===== src/rtl/ram_sync.sv =====
// Single-port synchronous RAM with write-first read data and registered output.
// Reset asynchronously clears both the output register and every stored word.
module ram_sync #(
    parameter int unsigned WIDTH = 8,
    parameter int unsigned DEPTH = 4
) (
    input  logic             clk,
    input  logic             rst_n,
    input  logic             enable,
    input  logic             wr_en,
    input  logic [DEPTH-1:0] address,
    input  logic [WIDTH-1:0] data_in,
    output logic [WIDTH-1:0] data_out
);

    localparam int unsigned WORDS = 2 ** DEPTH;

    logic [WIDTH-1:0] mem [WORDS];

    // Storage array: cleared as a whole on reset so post-reset reads return zero
    always_ff @(posedge clk or negedge rst_n) begin
        if (!rst_n) begin
            for (int i = 0; i < int'(WORDS); i++) begin
                mem[i] <= '0;
            end
        end else if (enable && wr_en) begin
            mem[address] <= data_in;
        end
    end

    // Output register: a write forwards the new data, a read loads the stored word
    always_ff @(posedge clk or negedge rst_n) begin
        if (!rst_n) begin
            data_out <= '0;
        end else if (enable) begin
            if (wr_en) begin
                data_out <= data_in;
            end else begin
                data_out <= mem[address];
            end
        end
    end

endmodule


===== config.mk =====
export PLATFORM = sky130hd
export DESIGN_NAME = ram_sync
export DESIGN_NICKNAME = d
export VERILOG_FILES = /design/src/rtl/ram_sync.sv
export SDC_FILE = /design/constraint.sdc
export NUM_CORES = 1
export LEC_CHECK = 0
export ABC_CLOCK_PERIOD_IN_PS = 1800
export CELL_PAD_IN_SITES_DETAIL_PLACEMENT = 2
export CELL_PAD_IN_SITES_GLOBAL_PLACEMENT = 2
export CORE_AREA = 3 3 128 118
export CTS_BUF_LIST = sky130_fd_sc_hd__clkbuf_4 sky130_fd_sc_hd__clkbuf_8 sky130_fd_sc_hd__clkbuf_16
export DETAILED_ROUTE_END_ITERATION = 12
export DIE_AREA = 0 0 131 121
export PLACE_DENSITY = 0.81
export SETUP_SLACK_MARGIN = 0.1
export SYNTH_ARGS = -nofsm -noshare
export SYNTH_HDL_FRONTEND = slang
export SYNTH_SLANG_ARGS = --single-unit
export TNS_END_PERCENT = 10

===== constraint.sdc =====
create_clock -name clk -period 1.8 [get_ports clk]
set_input_delay 0.27 -clock clk [delete_from_list [all_inputs] [get_ports clk]]
set_output_delay 0.27 -clock clk [all_outputs]
set_load 0.02 [all_outputs]

; After elaboration in Yosys (flattened, before gate mapping)
; Cells that the tools add are included.
[word_totals]
register_bits = 136
inputBits = 16
out_inout_bits = 8
elab_cells = 29
[classes]
magnitude_cmp = 2
muxes = 7
bitwise_logic = 1
n_reduce_logical = 2
[ops]
columns = operator, count
row1 = bitwise mux 128 bit, 1
row2 = binary-select mux 8 bit (select 4 bit), 1
row3 = demux 8 bit (select 4 bit), 1
row4 = two-way mux 8 bit, 4
row5 = >= comparator 5 bit (second input constant), 1
row6 = less-than comparator 5 x 1 -> 1 bit (second input constant), 1
row7 = NOT 4 -> 5 bit, 1
row8 = logical AND 1 bit, 2

; Longest topological paths before layout
; Gate-level depths: netlist of run 1.
[depth]
ltp_word = 6
depth_mapped = 6
mapped_depth_nobuf = 4

; Least setup slack after synthesis of run 1
; Ideal clock, no wire load.
[synth_path]
kind = input-to-reg
startpoint = in address[1]
endpoint = reg data_out[4]
setup_ns = 0.124
arrival_time_ns = 1.475
required_time_ns = 1.676
path_slack_ns = 0.200
cell_stages = 6
path_buffers = 2
path_cell_list = buf_4 -> buf_2 -> mux2_2 -> a221o_1 -> a21oi_1 -> a21oi_1
[synth_between]
elab_chain_cells = 5
[synth_lines]
columns = item, line_no
row1 = start: declaration, 11  ; input logic [DEPTH-1:0] address,
row2 = NOT 4 -> 5 bit (not written as such), 39  ; data_out <= mem[address];
row3 = binary-select mux 8 bit (select 4 bit), 39
row4 = two-way mux 8 bit (not written as such) (2 in a row), 39
row5 = two-way mux 8 bit, 36  ; if (wr_en) begin
row6 = end signal: assignment, 37  ; data_out <= data_in;
row7 = end signal: assignment, 39
row8 = end: declaration, 13  ; output logic [WIDTH-1:0] data_out
; Every way passes these cells. The select of a mux whose other input is x is not followed.
; A chain may end at the register's enable or synchronous reset.

; Worst setup path in the final report of run 1
[layout_path]
startpoint = reg data_out[6]
endpoint = out data_out[6]
; No word-level cell between the ends.

==> results of run 1 <==
[path summary, 6_finish.rpt]
| kind | from | endpoint | slack, ps | depth (start not counted) |
|---|---|---|---|---|
| min | rst_n | data_out[0] | 330 | 2 |
| max in group asynchronous | rst_n | mem[37] | 830 | 3 |
| min in group clk | mem[63] | mem[63] | 500 | 1 |
| max | data_out[6] | data_out[6] | 80 | 1 |
| min reg2reg | mem[63] | mem[63] | 500 | 1 |
| max reg2reg | mem[48] | data_out[0] | 340 | 4 |
[flip-flops by register name, summed over array words and instances, names as in the netlist]
| signal | flops |
|---|---|
| mem | 128 |
| data_out | 8 |
[cell families after synthesis]
group           Yosys count  synth area share
flops                   136             0.549
compound gates           39            0.0422
simple gates             35            0.0390
mux                     168             0.349
buf+inv                  29            0.0214
[power groups by stage]
stage	Combinational [W]	Sequential, W	Clock (W)
4_1_cts	0.00146	0.00400	0.00413
3_5_place_dp	0.00142	0.00402	0
2_1_floorplan	0.000938	0.00389	0
5_1_grt	0.00156	0.00407	0.00428
3_3_place_gp	0.00131	0.00394	0
6_report	0.00145	0.00400	0.00406
[final cells by class]
cell class	instances	area, um2
fill	1226	6130
clock inverter	12	220
clock buffer	20	467
sequential	136	3400
timing repair buffer	82	763
tap	193	241
multi-input combinational	242	2680
[cell usage after synthesis (3+ instances only)]
| library cell | n |
|---|---|
| a22oi_1 | 7 |
| nor2_2 | 9 |
| nor2b_1 | 4 |
| a21oi_1 | 15 |
| clkbuf_1 | 14 |
| dfrtp_1 | 136 |
| nand2_1 | 5 |
| a221o_1 | 7 |
| buf_2 | 10 |
| mux4_2 | 24 |
| nand2b_1 | 3 |
| o22ai_1 | 8 |
| mux2_2 | 143 |
| buf_4 | 3 |
[layer usage]
| metal | global-route usage | up-vias |
|---|---|---|
| li1 | - | 1677 |
| met4 | 0.0996 | 0 |
| met1 | 0.327 | 2149 |
| met3 | 0.0515 | 31 |
| met2 | 0.436 | 93 |
| met5 | 0 | - |
[stage by stage]
stage,TNS [ps],cells
CTS,0,685
global route,0,685
floorplan,0,407
detailed placement,-33030,652
global placement,-23960,652
finish,0,685
[repair_timing]
action	4_1_cts	5_1_grt
gates resized for setup	2	3
endpoints found under the hold margin	42	0
hold buffers	1	0
endpoints found under the setup margin	23	72
buffers inserted	0	0
==> out/results.ini, run 1 <==
[timing]
max_freq_mhz=581
drv_slew=0
relSlewSlack=0.518
min_period_ps=1720
period_share=0.957
setup_ws_ps=77.8
setup_viol=0
rsz0062_at_grt=yes
hold_slack_ps=328
worstMarginPinSlew_ps=720
hold_violations=0
fin_worst_skew_ps=8.03

[cells_and_area]
antenna_cells=0
fin_nets=495
layout_commonest_cell=mux2_2
drive_gt1_frac=0.559
final_cell_mix=mux2_2, dfrtp_1, buf_4
fin_area_mm2=0.00777
final_core_util=0.559
areaGrowthSynthToFinish_pct=25.3

[logic_synthesis]
synth.cell_area_mm2=0.00620
avgSynthCellArea_um2=15.2
syn_nets=423
synth.area.top_cells=dfrtp_1, mux2_2, mux4_2
synth_cells=407
yosysTopAreaCellShare=0.549
async_reset_ff_frac=1.00
synth_top_area_cell=dfrtp_1
synthFlopType=dfrtp_1
yosysSeqAreaShare=0.549
yosysWarnings=0
synth_edf_count=0
synth-seq-cells=136
synth.distinct_cells=28

[global_routing]
gr-total-overflow=0
antenna_found_initial=0
grt_max_degree=51
grt_pass1_vias=4624
grtUsageTotal=0.259
grt_pass1_wl_mm=29.1

[outcome]
status=finished clean

[flow_run]
max-cap-violations=0

[clock_tree]
worst_skew_pair.late_latency_ps=440
cts_buffer_depth=2
cts_htree_levels=4
cts_buffers=17
cts_tree=built
clock-sinks=136
cts-root-buf=clkbuf_16
clk_pin_slew_worst_paths_ps=60

[die]
die_h_um=121
floorplan.initialDensity=0.446
die_area_mm2=0.0159
die_x_um=131
io_pins=24
num_rows=41
coreArea_mm2=0.0139

[pwr]
power_density_mw_per_mm2=1220
p_int_w=0.00718
netSwitchingFraction=0.245
power_frac_comb=0.152
finalPower_w=0.00951
irDropWorstVdd_mv=0.754
pwr-share-seq=0.421
p_leak_nw=3.42
total_switching_power_w=0.00233
p_clk_frac=0.427

[detailed_routing]
wl_met3_um=584
wl_per_cell_um=27.5
drt_iter0_drc=205
highest_layer=met4
m1WireLength_mm=7.84
wl_met2_mm=9.96
wirelength_mm=18.8
postRouteAntennaNets=0
via_count=3950
post-route-drc-count=0
drt_pre_antenna_iters=4
via_per_inst=5.77

[critical_path]
cp_slowest_stage_delay_ps=620
cp-end-kind=output port
arrival_ps=1450
crit_type=reg -> out
path_cells=clkdlybuf4s50_1
cp.required_ps=1530
cp_max_fo=2
path_buf_inv=1
slowest_stage=clkdlybuf4s50_1
crit_family=buffers and inverters
cp-start-kind=register

[worst_hold_path]
hold_path.class=in -> async

[place]
gp_congestion=0.801
dp_slack_ps=-392
dp_hpwl_mm=12.3
dpl_cell_area_mm2=0.00706
port_buffers=23

(Power assumes the default switching activity.)
==> inputs of run 2 (changes only) <==
--- a/config.mk
+++ b/config.mk
@@ -10,6 +10,7 @@
 export CELL_PAD_IN_SITES_GLOBAL_PLACEMENT = 2
 export CORE_AREA = 3 3 128 118
 export CTS_BUF_LIST = sky130_fd_sc_hd__clkbuf_4 sky130_fd_sc_hd__clkbuf_8 sky130_fd_sc_hd__clkbuf_16
+export CTS_CLUSTER_DIAMETER = 200
 export DETAILED_ROUTE_END_ITERATION = 12
 export DIE_AREA = 0 0 131 121
 export PLACE_DENSITY = 0.81
==> results of run 2 <==
The final DEF is identical to that of run 1; final timing and power are the same.
